File: src/rtl/mul_sequencer_if.sv
// Handshake and result bundle between the decode stage,
// the MUL sequencer and the write-back mux.
interface mul_sequencer_if #(
  parameter int WIDTH = 32
);
  logic             start;
  logic             flush;
  logic [WIDTH-1:0] op_a;
  logic [WIDTH-1:0] op_b;
  logic [4:0]       dest_in;
  logic             busy;
  logic             stall;
  logic             done;
  logic             wb_en;
  logic [4:0]       wb_dest;
  logic [WIDTH-1:0] result_lo;
  logic [WIDTH-1:0] result_hi;

  modport master (
    output start, flush, op_a, op_b, dest_in,
    input  busy, stall, done, wb_en,
    input  wb_dest, result_lo, result_hi
  );

  modport slave (
    input  start, flush, op_a, op_b, dest_in,
    output busy, stall, done, wb_en,
    output wb_dest, result_lo, result_hi
  );
endinterface

File: src/rtl/mul_sequencer.sv
// Multi-cycle unsigned shift-add multiplier for the MUL path;
// stalls the pipeline while running, strobes write-back on completion.
module mul_sequencer #(
  parameter int WIDTH = 32,
  parameter int CNT_W = 5
) (
  input logic          clk,
  input logic          rst,
  mul_sequencer_if.slave bus
);

  typedef enum logic [1:0] {
    IDLE = 2'd0,
    RUN  = 2'd1,
    DONE = 2'd2
  } state_e;

  localparam logic [CNT_W-1:0] LAST = CNT_W'(WIDTH - 1);

  state_e             state_q, state_d;
  logic [2*WIDTH-1:0] mcand_q, mcand_d;
  logic [WIDTH-1:0]   mplier_q, mplier_d;
  logic [2*WIDTH-1:0] acc_q, acc_d;
  logic [CNT_W-1:0]   cnt_q, cnt_d;
  logic [4:0]         dest_q, dest_d;
  logic               accept;
  logic               run;

  always_ff @(posedge clk) begin
    if (rst) begin
      state_q  <= IDLE;
      mcand_q  <= '0;
      mplier_q <= '0;
      acc_q    <= '0;
      cnt_q    <= '0;
      dest_q   <= '0;
    end else begin
      state_q  <= state_d;
      mcand_q  <= mcand_d;
      mplier_q <= mplier_d;
      acc_q    <= acc_d;
      cnt_q    <= cnt_d;
      dest_q   <= dest_d;
    end
  end

  always_comb begin
    state_d  = state_q;
    mcand_d  = mcand_q;
    mplier_d = mplier_q;
    acc_d    = acc_q;
    cnt_d    = cnt_q;
    dest_d   = dest_q;
    run      = (state_q == RUN);
    accept   = bus.start & ~bus.flush &
               ((state_q == IDLE) | (state_q == DONE));

    unique case (1'b1)
      accept: begin
        mcand_d  = {{WIDTH{1'b0}}, bus.op_a};
        mplier_d = bus.op_b;
        dest_d   = bus.dest_in;
        acc_d    = '0;
        cnt_d    = '0;
        state_d  = RUN;
      end
      run & ~bus.flush: begin
        if (mplier_q[0]) begin
          acc_d = acc_q + mcand_q;
        end
        mcand_d  = mcand_q << 1;
        mplier_d = mplier_q >> 1;
        // Counter parks at LAST; only a restart returns it to 0
        if (cnt_q == LAST) begin
          state_d = DONE;
        end else begin
          cnt_d = cnt_q + 1'b1;
        end
      end
      default: begin
        state_d = IDLE;
      end
    endcase
  end

  assign bus.busy      = (state_q == RUN);
  assign bus.done      = (state_q == DONE);
  assign bus.wb_en     = (state_q == DONE);
  assign bus.stall     = (state_q == RUN) | accept;
  assign bus.wb_dest   = dest_q;
  assign bus.result_lo = acc_q[WIDTH-1:0];
  assign bus.result_hi = acc_q[2*WIDTH-1:WIDTH];

endmodule

File: src/flat_wrapper.sv
// flat-port wrapper written by rule: the top's interface ports become plain ports
module mul_sequencer_flat 
#(
  parameter int WIDTH = 32,
  parameter int CNT_W = 5
)
  (clk, rst, bus_start, bus_flush, bus_op_a, bus_op_b, bus_dest_in, bus_busy, bus_stall, bus_done, bus_wb_en, bus_wb_dest, bus_result_lo, bus_result_hi);
  mul_sequencer_if #(.WIDTH(WIDTH)) bus_i ();
  input logic clk;
  input logic rst;
  input wire logic [$bits(bus_i.start)-1:0] bus_start;
  input wire logic [$bits(bus_i.flush)-1:0] bus_flush;
  input wire logic [$bits(bus_i.op_a)-1:0] bus_op_a;
  input wire logic [$bits(bus_i.op_b)-1:0] bus_op_b;
  input wire logic [$bits(bus_i.dest_in)-1:0] bus_dest_in;
  output wire logic [$bits(bus_i.busy)-1:0] bus_busy;
  output wire logic [$bits(bus_i.stall)-1:0] bus_stall;
  output wire logic [$bits(bus_i.done)-1:0] bus_done;
  output wire logic [$bits(bus_i.wb_en)-1:0] bus_wb_en;
  output wire logic [$bits(bus_i.wb_dest)-1:0] bus_wb_dest;
  output wire logic [$bits(bus_i.result_lo)-1:0] bus_result_lo;
  output wire logic [$bits(bus_i.result_hi)-1:0] bus_result_hi;
  assign bus_i.start = bus_start;
  assign bus_i.flush = bus_flush;
  assign bus_i.op_a = bus_op_a;
  assign bus_i.op_b = bus_op_b;
  assign bus_i.dest_in = bus_dest_in;
  assign bus_busy = bus_i.busy;
  assign bus_stall = bus_i.stall;
  assign bus_done = bus_i.done;
  assign bus_wb_en = bus_i.wb_en;
  assign bus_wb_dest = bus_i.wb_dest;
  assign bus_result_lo = bus_i.result_lo;
  assign bus_result_hi = bus_i.result_hi;
  mul_sequencer #(.WIDTH(WIDTH), .CNT_W(CNT_W)) u_core (.clk(clk), .rst(rst), .bus(bus_i));
endmodule
File: config.mk
export PLATFORM = sky130hd
export DESIGN_NAME = mul_sequencer_flat
export DESIGN_NICKNAME = d
export VERILOG_FILES = /design/src/rtl/mul_sequencer_if.sv /design/src/rtl/mul_sequencer.sv /design/src/flat_wrapper.sv
export SDC_FILE = /design/constraint.sdc
export NUM_CORES = 1
export LEC_CHECK = 0
export ABC_AREA = 1
export CAP_MARGIN = 10
export CORE_MARGIN = 3
export CORE_UTILIZATION = 25
export DETAILED_ROUTE_END_ITERATION = 12
export GPL_TIMING_DRIVEN = 0
export PLACE_DENSITY = 0.39
export SYNTH_ARGS = -nofsm -noshare
export SYNTH_HDL_FRONTEND = slang
export SYNTH_SLANG_ARGS = --single-unit
File: constraint.sdc
create_clock -name clk -period 2.1 [get_ports clk]
set_input_delay 0.42 -clock clk [delete_from_list [all_inputs] [get_ports clk]]
set_output_delay 0.42 -clock clk [all_outputs]
set_load 0.005 [all_outputs]
==> results by group, run 1 <==
Run status
  • Status: finished clean

Detailed routing
  • Number of DRC markers in iteration 0: 540
  • Post-route ant nets: 0
  • Initial DRT Pass Iterations: 4
  • Vias per inst: 4.46
  • Vias: 13,300
  • Post-Route WL: 51.0 mm
  • DR DRC count: 0
  • Wire per inst: 17.1 microns

Finish
  • Fraction of layout cells with a size suffix above 1: 24.4%
  • Area grow syn2layout: 41.1%
  • Post-route insts no fill: 2,979
  • Final Cell Area: 17,600 sq um
  • # nets final: 2,439

CTS
  • TritonCTS Buffers: 17
  • H-tree lvl count: 4
  • Clock Tree Buf Depth: 2
  • Clock insertion delay at the later pin of the skew report: 0.50 ns
  • TritonCTS clock tree: yes
  • Clock Sinks: 172
  • # hold bufs at CTS: 0
  • Clk pin slew, worst setup/hold paths: 0.07 ns
  • Clk root buf: clkbuf_16

Placement
  • Cell Area, Placed: 14,800 sq um
  • Placed Instances: 2,924
  • Post-DP HPWL: 40.9 mm
  • PortBufs: 144
  • Routability Congestion: 0.911

Floorplanning
  • I/O pin cnt: 146
  • Chip height: 230 microns
  • CORE AREA: 49,200 sq um
  • Initial core utilization: 25.4%
  • Die X: 230 microns
  • Die area: 52,700 sq um
  • Number of rows in the core area: 81

Yosys
  • EDFF count, synth: 0
  • Post-synthesis instance total: 2,116
  • Syn Area/Cell: 5.91 sq um
  • Yosys warns: 0
  • Mapped Nets: 2,255
  • Post-synthesis sequential area ratio: 27.6%
  • Ys flop type: dfxtp_1
  • Ys async rst share: 0%
  • Most area-hungry cell type in the Yosys netlist: dfxtp_1
  • Yosys reg bits: 172
  • Count leader, synth: nand2_1
  • Most frequent cells after synthesis: nand2_1 (754), inv_1 (322), dfxtp_1 (172), a21oi_1 (170), nor2_1 (161)
  • Synth top area share: 27.6%
  • Synth top area cells: dfxtp_1 (28%), nand2_1 (23%), inv_1 (9.7%), a21oi_1 (6.8%), ha_1 (6.5%)
  • Post-Syn Area: 12,500 sq um
  • Synth cell types: 38

Timing
  • Transition time of the tightest slew-check pin: 0.856 ns
  • Layout Skew: 0.0185 ns
  • Crit share post-route: 99.8%
  • Setup violators final: 0
  • Max transition margin: 42.9%
  • Sum Neg Setup Slack: 0 ns
  • Final hold viol count: 0
  • Slew Viols, Final: 0
  • Final min period: 2.10 ns
  • Fmax: 477 MHz
  • RSZ-0062 raised after global routing: true

Power
  • Sequential fraction of design power: 44.4%
  • Peak VDD IR: 0.445 mV
  • Leak Pwr: 7.93 nW
  • Logic pwr share: 12.1%
  • Switching Power: 2.17 mW
  • Power Dens Cells: 442 nW/um^2
  • Sw frac: 27.8%
  • Pwr Total: 7.80 mW
  • Internal Power: 5.63 mW
  • Clock share of power: 43.5%

Worst setup path
  • WP data arrival: 2.45 ns
  • Top cell family by delay on the critical path: simple AND/OR/NAND/NOR gates
  • Path depth of the worst reg2reg path: 14
  • Largest stage delay, worst path: 0.36 ns
  • CP required: 2.45 ns
  • CP Launch Point: u_core.acc_q[0]
  • CP most frequent cell: nand3_4
  • Crit. End Element: flop
  • Critical path class: flop to flop
  • R2r setup slk: 0.004 ns
  • CP cell instances: ha_4, inv_2, fa_2, inv_4, nand3_4, nand3_4, nand3_4, nand3_4, nand2_4, nand2_8, buf_6, a21oi_1, o21ai_1, a21oi_1
  • Slowest-stage cell, CP: dfxtp_2
  • R2r startpoint: u_core.acc_q[0]
  • Reg2reg end: u_core.acc_q[28]
  • CP Buf/Inv Count: 3
  • Setup crit start kind: flop
  • Crit-path max FO: 5

Global route
  • Gr busiest metal: met2
  • Gr usage total: 19.3%
  • Grt total ovfl: 0
  • Met2 GRT Util: 30.5%
  • Initial antenna violation count: 2
  • First-pass GRT wire length: 76.8 mm
  • Met1 GRT Util: 26.1%
  • Vias in the first global route: 13,000
  • Met3 Use GR: 4.35%
  • Largest net degree at the start of global routing: 17

Hold path
  • Worst Hold Class: flop to flop
  • Hold_sp: u_core.mplier_q[29]
  • WHS Path Cells: 2
  • Hold endpoint: u_core.mplier_q[29]

Flow run
  • Max cap viols: 0
[cells by family after synthesis]
family | Yosys count | synth area share, %
buffers and inverters | 407 | 12.5
DFF | 172 | 27.6
xor gates and xnor gates | 5 | 0.350
and+or+nand+nor | 1175 | 40.3
adders and majority gates | 66 | 6.67
AOI/OAI and AO/OA | 291 | 12.6
[final cells by class]
type	instances	area, sq um
antenna	2	5.00
buffer	62	315
clock buffer	19	453
clock inverter	13	155
fill	5446	31500
inverter	345	1310
multi-input combinational	1537	9400
sequential	172	3570
tap	664	831
timing repair buffer	165	1600
[power by group through the flow]
stage          clock [mW]  combinational [mW]  sequential [mW]
2_1_floorplan           0               0.473             3.49
3_3_place_gp            0               0.835             3.51
3_5_place_dp            0               0.837             3.51
4_1_cts              3.56               0.908             3.45
5_1_grt              3.68                1.04             3.47
6_report             3.40               0.944             3.46
[through the flow]
stage               hold slack [ns]  setup WS (ns)  utilization (%)
detailed placement            0.453         -0.650             30.0
finish                        0.463        0.00398             35.9
global placement              0.448         -0.662             30.0
global route                  0.463         -0.139             35.9
floorplan                     0.440          0.122                -
CTS                           0.432        -0.0130             33.2
[cell usage in the layout, fill, tap and decap left out, types with 5 or more instances in the layout]
| cell type | n |
|---|---|
| nor3_1 | 33 |
| inv_1 | 316 |
| nand3_4 | 15 |
| inv_6 | 5 |
| o21a_1 | 31 |
| nand3_2 | 28 |
| nand4_1 | 7 |
| o21ai_0 | 77 |
| nand2_1 | 658 |
| nand2_8 | 5 |
| ha_4 | 57 |
| a21oi_4 | 8 |
| clkbuf_16 | 17 |
| nand3_1 | 70 |
| nand2_4 | 37 |
| nor2_1 | 124 |
| ha_1 | 7 |
| nor2_2 | 38 |
| nand2_2 | 85 |
| a21oi_2 | 32 |
| clkbuf_2 | 8 |
| or2_2 | 18 |
| dfxtp_1 | 90 |
| nor2_4 | 34 |
| dfxtp_4 | 9 |
| buf_4 | 22 |
| nand3b_1 | 5 |
| a21oi_1 | 135 |
| nor3_2 | 6 |
| clkbuf_1 | 28 |
| dfxtp_2 | 73 |
| inv_2 | 23 |
| clkdlybuf4s50_1 | 142 |
| buf_2 | 14 |
| xor2_1 | 5 |
[how the worst max path moves through the flow]
stage               slack (ns)                to  depth (start not counted)
floorplan                 0.12  u_core.acc_q[52]                         15
global placement         -0.66  u_core.acc_q[52]                         15
detailed placement       -0.65  u_core.acc_q[52]                         15
CTS                      -0.01  u_core.acc_q[52]                         15
global route             -0.14  u_core.acc_q[44]                         15
finish                   0.004  u_core.acc_q[28]                         14
[worst register-to-register path, stage by stage (launching register included)]
cell,delay (ns)
dfxtp_2,0.36
ha_4,0.14
inv_2,0.04
fa_2,0.36
inv_4,0.10
nand3_4,0.08
nand3_4,0.11
nand3_4,0.10
nand3_4,0.13
nand2_4,0.09
nand2_8,0.12
buf_6,0.12
a21oi_1,0.05
o21ai_1,0.09
a21oi_1,0.07
[state kept, by name, summed over array words and instances (netlist names)]
name	count
u_core.acc_q	64
u_core.mplier_q	32
u_core.state_q	2
u_core.mcand_q	64
u_core.bus.wb_dest	5
u_core.cnt_q	5
[routing by layer]
layer  share of wire [%]  routed length, microns
met5                   0                       0
met4                 1.6                     826
met3                 4.3                    2200
met2                  45                   23000
met1                  49                   24900
[timing repair]
| action | 4_1_cts | 5_1_grt |
|---|---|---|
| setup endpoints to repair | 119 | 141 |
| pin swaps | 11 | 49 |
| setup buffers | 10 | 11 |
| gates cloned | 0 | 0 |
| gates resized for setup | 179 | 327 |
No activity file was read; power rests on OpenSTA's default activity.
==> run 2, diff against run 1 <==
--- a/config.mk
+++ b/config.mk
@@ -8,10 +8,10 @@
 export ABC_AREA = 1
 export CAP_MARGIN = 10
 export CORE_MARGIN = 3
-export CORE_UTILIZATION = 25
+export CORE_UTILIZATION = 52
 export DETAILED_ROUTE_END_ITERATION = 12
 export GPL_TIMING_DRIVEN = 0
-export PLACE_DENSITY = 0.39
+export PLACE_DENSITY = 0.86
 export SYNTH_ARGS = -nofsm -noshare
 export SYNTH_HDL_FRONTEND = slang
 export SYNTH_SLANG_ARGS = --single-unit
==> run 2 against run 1 <==
  * The run now ends with negative setup slack left
  * Flip-flop and latch count unchanged
  * First-iteration DRC count increased by 120%
  * Final area is 6.0% lower
  * Combinational power down 2.5%
  * Non-clock buffer count decreased by 5
  * Worst hold slack better by 0.0019 ns
  * Via count increased by 5.6%
  * Largest power group unchanged
==> results by group, run 2 (same netlist as run 1, synthesis figures left out) <==
Detailed routing
  • Vias: 14,000
  • Max layer used: met4
  • Met3 WL post-DR: 3.77 mm
  • Met2 Wirelength: 20.6 mm
  • Vias per inst: 5.35
  • DR DRC count: 0
  • Wire per inst: 17.0 microns
  • Number of DRC markers in iteration 0: 1,179
  • Post-route ant nets: 0
  • Post-Route WL: 44.6 mm
  • Initial DRT Pass Iterations: 5
  • WL met1: 19.0 mm

Timing
  • Fmax: 467 MHz
  • Slew Viols, Final: 0
  • Sum Neg Setup Slack: -0.180 ns
  • Max transition margin: 35.5%
  • Setup violators final: 12
  • Crit share post-route: 102%
  • Worst setup margin: -0.0427 ns
  • Final hold viol count: 0
  • Layout Skew: 0.0153 ns
  • Fin Hold WS: 0.465 ns
  • Transition time of the tightest slew-check pin: 0.967 ns
  • RSZ-0062 raised after global routing: true
  • Final min period: 2.14 ns

Finish
  • Biggest regs: u_core.acc_q (64), u_core.mcand_q (64), u_core.mplier_q (32)
  • Storage cell area: 3510 sq um
  • # nets final: 2,434
  • Commonest non-fill, non-tap cell in the layout: nand2_1
  • Area grow syn2layout: 32.7%
  • Area of the multi-input gates: 8920 sq um
  • Antenna diodes: 0
  • Fraction of layout cells with a size suffix above 1: 19.7%
  • Number of fill cells: 2,015
  • Final Cell Area: 16,600 sq um
  • Commonest cells after routing, fill and taps aside: nand2_1 (678), inv_1 (316), a21oi_1 (145)
  • Post-route insts no fill: 2,627
  • Utilization after layout: 70.5%

Power
  • Leak Pwr: 7.66 nW
  • Peak VDD IR: 0.485 mV
  • Power Dens Cells: 464 nW/um^2

Worst setup path
  • Crit. End Element: flop
  • Crit-path max FO: 10
  • CP required: 2.45 ns
  • Slowest-stage cell, CP: clkdlybuf4s50_1
  • CP Buf/Inv Count: 5
  • Critical path class: primary input to flop
  • Top cell family by delay on the critical path: buffers and inverters
  • CP cell instances: clkdlybuf4s50_1, inv_2, nand3_4, buf_4, nand2_1, inv_2, buf_1, nand2_1, a21oi_1
  • Largest stage delay, worst path: 0.47 ns
  • Setup crit start kind: primary input
  • WP data arrival: 2.50 ns

Floorplanning
  • Chip height: 161 microns
  • Initial core utilization: 53.1%
  • CORE AREA: 23,500 sq um
  • Die area: 25,900 sq um
  • Die X: 161 microns
  • I/O pin cnt: 146
  • Number of rows in the core area: 56

CTS
  • H-tree lvl count: 4
  • TritonCTS clock tree: yes
  • # hold bufs at CTS: 0
  • Clk root buf: clkbuf_16
  • Clock Sinks: 172
  • Clk pin slew, worst setup/hold paths: 0.08 ns
  • Clock insertion delay at the later pin of the skew report: 0.45 ns
  • Clock Tree Buf Depth: 2
  • TritonCTS Buffers: 17

Global route
  • First-pass GRT wire length: 66.2 mm
  • Vias in the first global route: 12,900
  • Gr usage total: 32.0%
  • Initial antenna violation count: 0
  • Grt total ovfl: 0
  • Largest net degree at the start of global routing: 20

Flow run
  • Max cap viols: 0

Hold path
  • Worst Hold Class: flop to flop

Placement
  • PortBufs: 144
  • Placed Instances: 2,579
  • Post-DP HPWL: 33.2 mm
  • Routability Congestion: 1.04
  • Cell Area, Placed: 14,300 sq um

Run status
  • Failing checks: negative setup slack
  • Status: finished, violations left
==> run 2: cell types whose count changed in the layout (fill, tap and decap cells not counted), moves of 10 or more <==
cell     before  now
nand2_1     658  678
nand2_4      37   21
nor2_1      124  136
a21oi_2      32   22
nand3_2      28   16
dfxtp_1      90  125
dfxtp_2      73   45
nand3_1      70   86
a21oi_1     135  145
==> run 2: worst reg2reg max path: stages (launching register included) <==
cell and delay (ns):
dfxtp_1 0.39, inv_2 0.09, nand3_4 0.09, buf_4 0.18, nand2_1 0.24, inv_2 0.33, buf_1 0.44, nand2_1 0.13
a21oi_1 0.16
==> run 2: where the power goes <==
part | internal [mW] | total (mW) | switching, mW | leakage, nW
clock network | 1.64 | 3.32 | 1.68 | 0.297
logic | 0.408 | 0.920 | 0.512 | 5.94
registers | 3.36 | 3.46 | 0.0967 | 1.42
==> run 2: area by class of cell <==
type / count / area share, %
clock buffer: 18 / 2.65
buffer: 62 / 1.67
multi-input combinational: 1537 / 53.8
timing repair buffer: 160 / 9.50
inverter: 345 / 7.84
tap: 319 / 2.41
sequential: 172 / 21.1
clock inverter: 14 / 1.03
==> run 2: worst paths after layout <==
path                              end                 from  slack [ns]  depth (start not counted)
setup / recovery   u_core.mcand_q[38]            bus_flush       -0.04                          9
hold / removal    u_core.mplier_q[12]  u_core.mplier_q[12]        0.47                          2
setup reg to reg   u_core.mcand_q[38]    u_core.state_q[0]       -0.04                          8
hold reg to reg   u_core.mplier_q[12]  u_core.mplier_q[12]        0.47                          2
==> run 2: metal layers <==
metal / GRT usage, % / vias up
li1: - / 6922
met1: 42.7 / 6473
met2: 51.5 / 556
met3: 7.77 / 96
met4: 9.97 / 0
met5: 0 / -
==> run 2: metrics by stage <==
step | total power, mW | setup slack [ns]
after floorplan | 3.96 | 0.122
after global placement | 4.28 | -0.482
after detailed placement | 4.31 | -0.522
after CTS | 7.60 | -0.0367
after global routing | 7.95 | -0.125
final | 7.70 | -0.0427
==> run 2: what timing repair did <==
item / CTS / global route
setup buffers: 8 / 8
cloned: 0 / 0
pin swaps: 5 / 31
gates resized for setup: 62 / 285
setup endpoints to repair: 35 / 111
